File: config.mk
export PLATFORM = sky130hd
export DESIGN_NAME = alu_op_decoder
export DESIGN_NICKNAME = d
export VERILOG_FILES = /design/src/rtl/alu_op_decoder.sv
export SDC_FILE = /design/constraint.sdc
export NUM_CORES = 1
export LEC_CHECK = 0
export CAP_MARGIN = 15
export CORE_ASPECT_RATIO = 0.5
export CORE_UTILIZATION = 43
export DETAILED_ROUTE_END_ITERATION = 8
export PLACE_DENSITY = 0.69
export SYNTH_ARGS = -nofsm -noshare
export SYNTH_HDL_FRONTEND = slang
export SYNTH_SLANG_ARGS = --single-unit
File: constraint.sdc
create_clock -name clk -period 3.26 [get_ports clk]
set_input_delay 0.652 -clock clk [delete_from_list [all_inputs] [get_ports clk]]
set_output_delay 0.652 -clock clk [all_outputs]
set_load 0.05 [all_outputs]
File: src/rtl/alu_op_decoder.sv
// RV32I decode stage feeding the ALU: registered decoded payload with valid/ready on both
// sides, optional 2-entry skid buffer, and a saturating count of illegal instruction words.
`ifndef ALU_ADD
`define ALU_ADD  4'd0
`define ALU_SUB  4'd1
`define ALU_SL   4'd2
`define ALU_SLT  4'd3
`define ALU_SLTU 4'd4
`define ALU_XOR  4'd5
`define ALU_SR   4'd6
`define ALU_OR   4'd7
`define ALU_AND  4'd8
`endif

module alu_op_decoder #(
    parameter int PC_WIDTH  = 32,
    parameter int SKID      = 1,
    parameter int CNT_WIDTH = 16
) (
    input  logic                 clk,
    input  logic                 rst,
    input  logic                 flush,
    input  logic                 in_valid,
    output logic                 in_ready,
    input  logic [31:0]          in_instr,
    input  logic [PC_WIDTH-1:0]  in_pc,
    output logic                 out_valid,
    input  logic                 out_ready,
    output logic [3:0]           alu_ctrl,
    output logic                 ext,
    output logic [1:0]           src1_sel,
    output logic                 src2_sel,
    output logic [31:0]          imm,
    output logic                 illegal,
    output logic [PC_WIDTH-1:0]  pc_out,
    output logic [CNT_WIDTH-1:0] illegal_cnt
);

    localparam bit USE_SKID = (SKID != 32'sd0);

    typedef struct packed {
        logic [3:0]  alu_ctrl;
        logic        ext;
        logic [1:0]  src1_sel;
        logic        src2_sel;
        logic [31:0] imm;
        logic        illegal;
    } dec_t;

    typedef struct packed {
        dec_t                d;
        logic [PC_WIDTH-1:0] pc;
    } pay_t;

    typedef enum logic [1:0] {EMPTY = 2'd0, ONE = 2'd1, TWO = 2'd2} state_t;

    function automatic dec_t decode_instr(input logic [31:0] i);
        dec_t       d;
        dec_t       bad;
        logic [6:0] f7;
        logic [2:0] f3;
        logic       f7_ok;
        logic [31:0] imm_i;
        d      = '0;
        bad    = '0;
        bad.illegal = 1'b1;
        f3     = i[14:12];
        f7     = i[31:25];
        f7_ok  = (f7 == 7'h00) || ((f7 == 7'h20) && ((f3 == 3'b000) || (f3 == 3'b101)));
        imm_i  = {{20{i[31]}}, i[31:20]};
        if (i[1:0] != 2'b11) begin
            d.illegal = 1'b1;
        end else begin
            case (i[6:0])
                7'b0110011: begin
                    d.illegal = !f7_ok;
                    case (f3)
                        3'b000:  d.alu_ctrl = f7[5] ? `ALU_SUB : `ALU_ADD;
                        3'b001:  d.alu_ctrl = `ALU_SL;
                        3'b010:  d.alu_ctrl = `ALU_SLT;
                        3'b011:  d.alu_ctrl = `ALU_SLTU;
                        3'b100:  d.alu_ctrl = `ALU_XOR;
                        3'b101:  begin d.alu_ctrl = `ALU_SR; d.ext = f7[5]; end
                        3'b110:  d.alu_ctrl = `ALU_OR;
                        default: d.alu_ctrl = `ALU_AND;
                    endcase
                end
                7'b0010011: begin
                    // Only the shift forms carry a funct7; other OP-IMM bits are immediate
                    d.src2_sel = 1'b1;
                    d.imm      = imm_i;
                    case (f3)
                        3'b000:  d.alu_ctrl = `ALU_ADD;
                        3'b001:  begin
                            d.alu_ctrl = `ALU_SL;
                            d.imm      = {27'd0, i[24:20]};
                            d.illegal  = (f7 != 7'h00);
                        end
                        3'b010:  d.alu_ctrl = `ALU_SLT;
                        3'b011:  d.alu_ctrl = `ALU_SLTU;
                        3'b100:  d.alu_ctrl = `ALU_XOR;
                        3'b101:  begin
                            d.alu_ctrl = `ALU_SR;
                            d.ext      = f7[5];
                            d.imm      = {27'd0, i[24:20]};
                            d.illegal  = !f7_ok;
                        end
                        3'b110:  d.alu_ctrl = `ALU_OR;
                        default: d.alu_ctrl = `ALU_AND;
                    endcase
                end
                7'b0110111: begin d.src1_sel = 2'd2; d.src2_sel = 1'b1; d.imm = {i[31:12], 12'd0}; end
                7'b0010111: begin d.src1_sel = 2'd1; d.src2_sel = 1'b1; d.imm = {i[31:12], 12'd0}; end
                7'b0000011, 7'b1100111: begin d.src2_sel = 1'b1; d.imm = imm_i; end
                7'b0100011: begin
                    d.src2_sel = 1'b1;
                    d.imm      = {{20{i[31]}}, i[31:25], i[11:7]};
                end
                7'b1100011: begin
                    d.imm = {{19{i[31]}}, i[31], i[7], i[30:25], i[11:8], 1'b0};
                    case (f3)
                        3'b000, 3'b001: d.alu_ctrl = `ALU_SUB;
                        3'b100, 3'b101: d.alu_ctrl = `ALU_SLT;
                        3'b110, 3'b111: d.alu_ctrl = `ALU_SLTU;
                        default:        d.illegal  = 1'b1;
                    endcase
                end
                7'b1101111: begin
                    d.src1_sel = 2'd1;
                    d.src2_sel = 1'b1;
                    d.imm      = {{11{i[31]}}, i[31], i[19:12], i[20], i[30:21], 1'b0};
                end
                default: d.illegal = 1'b1;
            endcase
        end
        return d.illegal ? bad : d;
    endfunction

    state_t               state_r;
    pay_t                 main_r;
    pay_t                 skid_r;
    pay_t                 pay_s;
    logic                 out_valid_r;
    logic                 in_ready_r;
    logic [CNT_WIDTH-1:0] cnt_r;
    logic                 acc_s;
    logic                 deq_s;

    // Decode the incoming word and form the handshake strobes
    always_comb begin
        pay_s.d  = decode_instr(in_instr);
        pay_s.pc = in_pc;
        in_ready = USE_SKID ? in_ready_r : (!out_valid_r || out_ready);
        acc_s    = in_valid && in_ready && !flush;
        deq_s    = out_valid_r && out_ready && !flush;
    end

    // Buffer occupancy, payload registers and the illegal-word counter
    always_ff @(posedge clk) begin
        if (rst) begin
            state_r     <= EMPTY;
            main_r      <= '0;
            skid_r      <= '0;
            out_valid_r <= 1'b0;
            in_ready_r  <= 1'b1;
            cnt_r       <= '0;
        end else if (flush) begin
            state_r     <= EMPTY;
            main_r      <= '0;
            skid_r      <= '0;
            out_valid_r <= 1'b0;
            in_ready_r  <= 1'b1;
        end else begin
            if (acc_s && pay_s.d.illegal && (cnt_r != {CNT_WIDTH{1'b1}})) begin
                cnt_r <= cnt_r + CNT_WIDTH'(1);
            end
            if (USE_SKID) begin
                case (state_r)
                    EMPTY: begin
                        if (acc_s) begin
                            main_r      <= pay_s;
                            out_valid_r <= 1'b1;
                            state_r     <= ONE;
                        end
                    end
                    ONE: begin
                        if (acc_s && !deq_s) begin
                            skid_r     <= pay_s;
                            state_r    <= TWO;
                            in_ready_r <= 1'b0;
                        end else if (deq_s && !acc_s) begin
                            out_valid_r <= 1'b0;
                            state_r     <= EMPTY;
                        end else if (acc_s && deq_s) begin
                            main_r <= pay_s;
                        end
                    end
                    TWO: begin
                        // Older entry leaves; the skid entry becomes the head
                        if (deq_s) begin
                            main_r     <= skid_r;
                            state_r    <= ONE;
                            in_ready_r <= 1'b1;
                        end
                    end
                    default: begin
                        state_r     <= EMPTY;
                        out_valid_r <= 1'b0;
                        in_ready_r  <= 1'b1;
                    end
                endcase
            end else begin
                if (acc_s) begin
                    main_r      <= pay_s;
                    out_valid_r <= 1'b1;
                end else if (deq_s) begin
                    out_valid_r <= 1'b0;
                end
            end
        end
    end

    assign out_valid   = out_valid_r;
    assign alu_ctrl    = main_r.d.alu_ctrl;
    assign ext         = main_r.d.ext;
    assign src1_sel    = main_r.d.src1_sel;
    assign src2_sel    = main_r.d.src2_sel;
    assign imm         = main_r.d.imm;
    assign illegal     = main_r.d.illegal;
    assign pc_out      = main_r.pc;
    assign illegal_cnt = cnt_r;

endmodule

==> run summary <==
I/O pin count: 160
Slowest stage delay, CP: 0.58 ns
Placed cell count: 1313
Core ar.: 16700 µm²
Slew HR: 0.355
Routability Congestion: 0.886
WHS Path Cells: 2
Status: completed
Leakage dissipation: 0.00347 µW
DR vias: 7556
Mux contribution to synthesized area: 0.00435
Slowest CP cell: clkdlybuf4s50_1
Clock root buffer: clkbuf_16
Clk buf depth: 2
Port Buffers: 159
Die area: 17900 µm²
Starting Density: 0.448
ANT cells: 0
DRT iter0 DRCs: 527
CTS H-tree lvls: 4
Ys Warns: 0
Most common cell after layout, fill and taps aside: nand2_1
Syn nets: 1032
Hold Path Class: register to register
Setup CP Type: input pin to register
Slew Viols, Final: 0
Share of layout cells above drive strength 1: 0.0912
Die Wd: 188 µm
Type of origin of the critical path: input pin
Clk sinks: 166
Worst-Skew Late Latency: 0.43 ns
Die H: 95.2 µm
Setup_tns: 0 ns
Layout Area Growth over Synthesis: 34.4%
Post-synth EDFFs: 0
Adder-cell share of the synthesized area: 0.00670
Fin crit period: 2.69 ns
Crit end category: register
Data arrival, critical path: 3.05 ns
Residual DRC count: 0
Worst Tran Pin Value: 0.967 ns
PD cells: 459 nW/µm²
Ys flop type: dfxtp_1
Hold Buf Count CTS: 0
Fmax: 0.372 GHz
Crit path cell chain: clkdlybuf4s50_1 -> and2b_1 -> nand4b_1 -> o22ai_4 -> o21ai_4 -> buf_4 -> or4_1 -> a21oi_1
Total congestion overflow: 0
Fin crit share: 0.824
Non-filler cells, final: 1345
Largest net degree at the start of global routing: 78
Synthesized area: 7470 µm²
Xor and xnor area share after synthesis: 0.00352
CTS tree: done
Clock transition at path regs: 0.07 ns
Combinational family with the most area after synthesis: simple AND/OR/NAND/NOR gates
Worst IR drop on VDD: 0.000354 V
Most frequent cells in the layout: 211 x nand2_1, 166 x dfxtp_1, 159 x clkdlybuf4s50_1
Routed vias/inst: 5.62
Drt total wl: 22400 µm
MaxCap Viol Count: 0
Reg2reg path depth: 5
Final antenna-violating net count: 0
Post-CTS resize count: 0
Post-synthesis cell count: 959
FP Rows: 33
Synth Area in Simple Gates: 0.248
Compound-Gate Fraction of Synth Area: 0.245
Number of global-route vias before repair: 6837
Global-route wire length before repair: 35500 µm
DP Wirelength: 14700 µm
Post-Route Skew: 0.00981 ns
Total CTS buffers: 17
Initial antenna violation count: 0
Ys async rst share: 0
Unique masters post-synth: 64
Routed len/inst: 16.6 µm
Sequential-to-total area share from yosys stat: 0.445
Crit Path Max Fanout: 17
Setup-failing EPs final: 0
Detailed Routing Iterations Pass 1: 5
RSZ-0062 raised after global routing: false
Total Routing Usage GR: 0.252
Post-CTS Repair Setup Buffers: 0
Final #Nets: 1178
Required time worst endpoint: 3.62 ns
Seq cells post-synth: 166
Hold Fails Final Rpt: 0
Syn avg cell area: 7.79 µm²
-- report_power, final --
part	internal, µW	leakage (µW)	switching (µW)
clock network	1080	0.000278	914
registers	2060	0.00134	17.9
logic	214	0.00185	329
-- Yosys cell counts (2+ instances only) --
library cell	number	area share
a211oi_1	3	0.0030
a21o_1	3	0.0030
a21oi_1	112	0.075
a221oi_1	19	0.022
a22oi_1	6	0.0060
a311oi_1	35	0.041
and2_1	3	0.0025
and2b_1	2	0.0020
and3_1	15	0.013
buf_1	7	0.0035
buf_2	8	0.0054
buf_4	2	0.0020
buf_6	3	0.0045
clkbuf_1	58	0.029
dfxtp_1	166	0.44
ha_1	4	0.0067
inv_1	5	0.0025
mux2_2	2	0.0030
nand2_1	212	0.11
nand2b_1	7	0.0059
nand3_1	13	0.0087
nand3b_1	3	0.0030
nand4_1	21	0.018
nand4b_1	3	0.0035
nor2_1	82	0.041
nor2b_1	8	0.0067
nor3_1	4	0.0027
nor3b_1	2	0.0020
nor4_1	3	0.0025
o211ai_1	2	0.0020
o21ai_0	89	0.060
o21ai_1	2	0.0013
o22ai_1	8	0.0067
o31ai_1	3	0.0030
o32ai_1	2	0.0023
or2_2	2	0.0017
or3_1	10	0.0084
or4_1	2	0.0020
xor2_1	3	0.0035
-- cell type report --
| cell class | instances | area [µm²] |
|---|---|---|
| multi-input combinational | 710 | 3840 |
| inverter | 5 | 18.8 |
| sequential | 166 | 3320 |
| fill | 1487 | 6640 |
| clock buffer | 18 | 429 |
| tap | 227 | 284 |
| clock inverter | 14 | 146 |
| timing repair buffer | 205 | 2000 |
-- worst paths after layout --
| check | start | to | slack, ns |
|---|---|---|---|
| setup / recovery | in_instr[6] | illegal_cnt[8] | 0.57 |
| hold / removal | skid_r[33] | skid_r[33] | 0.45 |
| setup reg to reg | illegal_cnt[10] | illegal_cnt[13] | 0.93 |
| hold reg to reg | skid_r[33] | skid_r[33] | 0.45 |
-- logic make-up (layout without fill, tap and decap cells) --
group                    count (synthesis)  in the layout
AND/OR/NAND/NOR                        404            404
AO/OA/AOI/OAI                          296            296
flip-flops                             166            166
buffers and inverters                   83            242
adder cells (fa/ha/maj)                  4              4
XOR/XNOR                                 3              3
multiplexers                             3              3
-- stage by stage --
| stage | worst slack (ns) | util | total power, µW | hold WS [ns] | cell area, µm² |
|---|---|---|---|---|---|
| after global routing | 0.440 | 0.602 | 4780 | 0.474 | 10000 |
| after global placement | 0.196 | 0.568 | 2660 | 0.427 | 9470 |
| after floorplan | 0.856 | - | 2410 | 0.417 | 7470 |
| final | 0.575 | 0.602 | 4610 | 0.446 | 10000 |
| after CTS | 0.611 | 0.602 | 4640 | 0.451 | 10000 |
| after detailed placement | 0.161 | 0.568 | 2660 | 0.438 | 9470 |
-- flip-flops by register name (all words and copies together), names as in the netlist, 2 cells and up --
| name | cells |
|---|---|
| skid_r | 73 |
| imm | 32 |
| pc_out | 32 |
| illegal_cnt | 16 |
| alu_ctrl | 4 |
| src1_sel | 2 |
| state_r | 2 |
-- routing by layer --
metal / wire length [µm] / global-route usage
met1: 10400 / 0.336
met2: 10200 / 0.411
met5: 0 / 0
met3: 1390 / 0.0512
met4: 320 / 0.0827
-- worst max-delay path: cells and delay by family --
family / cells / cell delay, ns
compound gates: 3 / 0.70
buf+inv: 2 / 0.77
simple gates: 3 / 0.91
Note: power is estimated with default switching activity, not from simulation.
==> RTL change 1 (config.mk and constraints unchanged) <==
Change the parameter `CNT_WIDTH` from 16 to 32.
--- a/src/rtl/alu_op_decoder.sv
+++ b/src/rtl/alu_op_decoder.sv
@@ -15,7 +15,7 @@
 module alu_op_decoder #(
     parameter int PC_WIDTH  = 32,
     parameter int SKID      = 1,
-    parameter int CNT_WIDTH = 16
+    parameter int CNT_WIDTH = 32
 ) (
     input  logic                 clk,
     input  logic                 rst,
Interface: changed (resized illegal_cnt); port bits go from 160 to 176. No check against the original RTL was run, so the function may have changed too.
==> RTL change 1 against the unedited design <==
Die area is 9.7% higher. Power rose by 7.1%. Clock skew is 0.00071 ns higher. Setup slack worse by 0.049 ns. Sequential cell count up 16. Worst hold slack improved by 0.0071 ns. Routed wire length is 8.5% higher. First-iteration DRC count shrank 1.1%. Synthesized area grew 9.9%. Final area up 9.0%. Synthesized cell count rose by 6.2%. Critical path depth up 1.
==> RTL change 1: results (changes against the unedited design) <==
Syn Nets: 1091 (+5.7%)
nets: 1244 (+5.6%)
average size of a mapped cell: 8.07 µm² (+3.5%)
worst setup margin: 0.526 ns (-0.0493 ns)
CP max FO: 15 (-2)
number of global-route vias before repair: 7627 (+12%)
Total GRT Usage: 24.8% (-0.34 points)
complex-gate fraction of the synthesized area: 21.0% (-3.5 points)
final WL: 24300 µm (+8.5%)
Distinct cells, synth: 63 (-1.6%)
P_int: 3.64 mW (+8.6%)
top cells by count, synth: nand2_1, dfxtp_1, nor2_1, a21oi_1, clkbuf_1
via count: 8008 (+6.0%)
Routed met3 length: 1520 µm (+9.2%)
first-pass GRT wire length: 39100 µm (+10%)
GP Congestion: 0.884 (-0.23%)
XOR/XNOR Fraction of Synth Area: 2.88% (+2.5 points)
metal2 WL: 11100 µm (+8.3%)
IO Port Bufs: 175 (+10%)
HPWL after detailed placement: 16500 µm (+12%)
status: finished clean
clk_skew: 0.0105 ns (+0.000712 ns)
Pleak: 3.81 nW (+9.9%)
GR Layer Usage met1: 34.3% (+0.75 points)
Area contributors post-synth: dfxtp_1, nand2_1, a21oi_1, nor2_1, a311oi_1
Slew HR: 38.1% (+2.6 points)
reg-to-reg slack, setup: 0.91 ns (-0.02 ns)
RTL change 1: changes by cell type in the layout (fill, tap and decap cells not counted), moves of 13 or more:
| cell | unedited run | this run |
|---|---|---|
| xnor2_1 | 0 | 27 |
| a21oi_1 | 111 | 94 |
| a21o_1 | 2 | 18 |
| a22o_1 | 0 | 15 |
| clkdlybuf4s50_1 | 159 | 175 |
| o21ai_0 | 89 | 44 |
| nor2_1 | 82 | 107 |
| dfxtp_1 | 166 | 182 |
| nand3_1 | 13 | 41 |
| nor3_1 | 4 | 17 |
RTL change 1: cell type report:
type | instances | area (µm²)
Clock inverter | 14 | 169
Timing Repair Buffer | 215 | 2130
Tap cell | 259 | 324
Multi-Input combinational cell | 746 | 4220
Inverter | 9 | 33.8
Fill cell | 1734 | 7610
Clock buffer | 18 | 439
Sequential cell | 182 | 3640
RTL change 1: worst max path at each step:
stage / end / cells after the start
after CTS: illegal_cnt[15] / 9
after detailed placement: imm[5] / 9
after global routing: pc_out[6] / 9
after floorplan: illegal_cnt[22] / 8
final: illegal_cnt[8] / 9
after global placement: alu_ctrl[0] / 9
RTL change 1: power by group through the flow:
| stage | logic [mW] | clock network, mW | registers (mW) |
|---|---|---|---|
| 2_1_floorplan | 0.201 | 0 | 2.42 |
| 3_3_place_gp | 0.531 | 0 | 2.32 |
| 3_5_place_dp | 0.535 | 0 | 2.32 |
| 4_1_cts | 0.537 | 2.16 | 2.27 |
| 5_1_grt | 0.578 | 2.26 | 2.27 |
| 6_report | 0.540 | 2.13 | 2.27 |
RTL change 1: through the flow:
step	area [µm²]	utilization [%]
global route	11000	59.0
finish	11000	59.0
detailed placement	10300	55.7
CTS	11000	59.0
global placement	10300	55.7
floorplan	8220	-
==> RTL change 2 (same settings) <==
Without the edit above. Put one more register stage on the output `illegal_cnt`, cleared by the reset. The value now appears one clock later. The other outputs are not delayed to match.
--- a/src/rtl/alu_op_decoder.sv
+++ b/src/rtl/alu_op_decoder.sv
@@ -228,7 +228,13 @@
     assign imm         = main_r.d.imm;
     assign illegal     = main_r.d.illegal;
     assign pc_out      = main_r.pc;
-    assign illegal_cnt = cnt_r;
+    always_ff @(posedge clk) begin
+        if (rst) begin
+            illegal_cnt <= '0;
+        end else begin
+            illegal_cnt <= cnt_r;
+        end
+    end
 
 endmodule
 
Formal check against the unedited RTL: not equivalent (Yosys sat finds a counterexample within 4 cycles, from zero or initial values and one cycle with rst high).
==> RTL change 2 against the unedited design <==
Via count decreased by 2.9%. Routed wire length decreased by 2.8%. Non-clock buffer count decreased by 1. Utilization decreased by 0.94 points. Power increased by 5.5%. Maximum frequency decreased by 3.2%. Sequential cell count increased by 16. Synthesized area increased by 3.5%. Final area increased by 3.2%. Setup slack got worse by 0.089 ns. Critical path type unchanged.
==> RTL change 2: results (changes against the unedited design) <==
top cells by count, synth: dfxtp_1, nand2_1, nor2_1, a21oi_1, clkbuf_1
Via density: 5.57 (-0.85%)
CP max FO: 28 (+11)
Clock Tree Buf Depth: 2 (unchanged)
pin count of the biggest net entering global routing: 47 (-40%)
worst vdd ir: 0.374 mV (+5.8%)
Hold Path Stages: 2 (unchanged)
Filler cells: 1562 (+5.0%)
reg-to-reg slack, setup: 0.89 ns (-0.04 ns)
Area contributors post-synth: dfxtp_1, nand2_1, a21oi_1, nor2_1, a22o_1
Layout Cells excl Fill: 1317 (-2.1%)
power per cell area: 469 nW/µm² (+2.2%)
root buffer cell: clkbuf_16
drt pass-1 iters: 5 (unchanged)
Cells after Synth: 921 (-4.0%)
CP Data Arrival Time: 3.08 ns (+0.03 ns)
worst hold path endpoint: skid_r[72]
Reg-to-Reg End: cnt_r[3]
HPWL after detailed placement: 14800 µm (+1.1%)
number of antenna violations at the first check in global routing: 0 (unchanged)
number of global-route vias before repair: 6931 (+1.4%)
WHS: 0.454 ns (+0.00856 ns)
Iter 0 DRT Violations: 582 (+10%)
Syn Nets: 994 (-3.7%)
Hold Startpoint: skid_r[72]
GP Congestion: 0.934 (+5.4%)
Distinct cells, synth: 61 (-4.7%)
clk_skew: 0.00848 ns (-0.00133 ns)
final WL: 21700 µm (-2.8%)
post-synthesis sequential area ratio: 47.1% (+2.6 points)
r2r startpoint: cnt_r[0]
Tightest Pin Transition: 0.869 ns (-0.0984 ns)
Cell Area, Placed: 9780 µm² (+3.3%)
share of cells above drive strength 1: 9.51% (+0.39 points)
first-pass GRT wire length: 35400 µm (-0.29%)
Total GRT Usage: 23.8% (-1.4 points)
Pleak: 3.83 nW (+11%)
nets: 1143 (-3.0%)
Register-to-Register Path Depth: 7 (+2)
status: finished clean
RTL change 2: worst max-delay path, cell delays in order:
cell,delay (ns)
clkdlybuf4s50_1,0.65
nand2b_1,0.20
nor2_1,0.09
or3_1,0.41
nor3b_4,0.18
buf_12,0.16
nor4b_1,0.35
mux2_2,0.37
RTL change 2: layout make-up:
type	count	share of cell area (%)
clock buffers	19	4.18
clock inverters	13	1.44
inverters	9	0.326
multi-input cells	656	36.6
flip-flops and latches	182	35.2
well taps	234	2.83
repair buffers	204	19.5
RTL change 2: through the flow:
step	power, mW	worst slack [ns]
after global placement	2.85	0.146
after CTS	4.91	0.545
final	4.86	0.485
after global routing	5.03	0.345
after detailed placement	2.85	0.104
after floorplan	2.61	0.615
RTL change 2: cells by family (layout without fill, tap and decap cells):
kind of cell | Yosys count | after routing | share of synthesized area (%)
adders and majority gates | 4 | 4 | 0.647
DFF | 182 | 182 | 47.1
AOI/OAI and AO/OA | 263 | 263 | 23.1
muxes | 10 | 10 | 1.50
buffers and inverters | 83 | 245 | 4.36
xor gates and xnor gates | 1 | 1 | 0.113
and+or+nand+nor | 378 | 378 | 23.2
RTL change 2: routing by layer:
metal,GRT usage [%],wire length (µm),vias to the layer above
li1,-,-,3580
met4,7.02,250,0
met3,5.55,1390,26
met1,32.0,10100,3484
met2,37.9,10000,246
met5,0,0,-
RTL change 2: worst max-delay path by stage:
stage / startpoint / to / slack [ns] / cells past startpoint
after floorplan: in_instr[26] / illegal / 0.62 / 8
after global placement: in_instr[4] / cnt_r[15] / 0.15 / 8
after detailed placement: in_instr[4] / cnt_r[3] / 0.10 / 8
after CTS: flush / imm[22] / 0.55 / 10
after global routing: in_instr[4] / cnt_r[3] / 0.34 / 8
final: in_instr[4] / cnt_r[3] / 0.49 / 8
RTL change 2: power breakdown:
group	switching [mW]	internal (mW)
Sequential	0.0188	2.25
Combinational	0.319	0.217
Clock	0.912	1.14
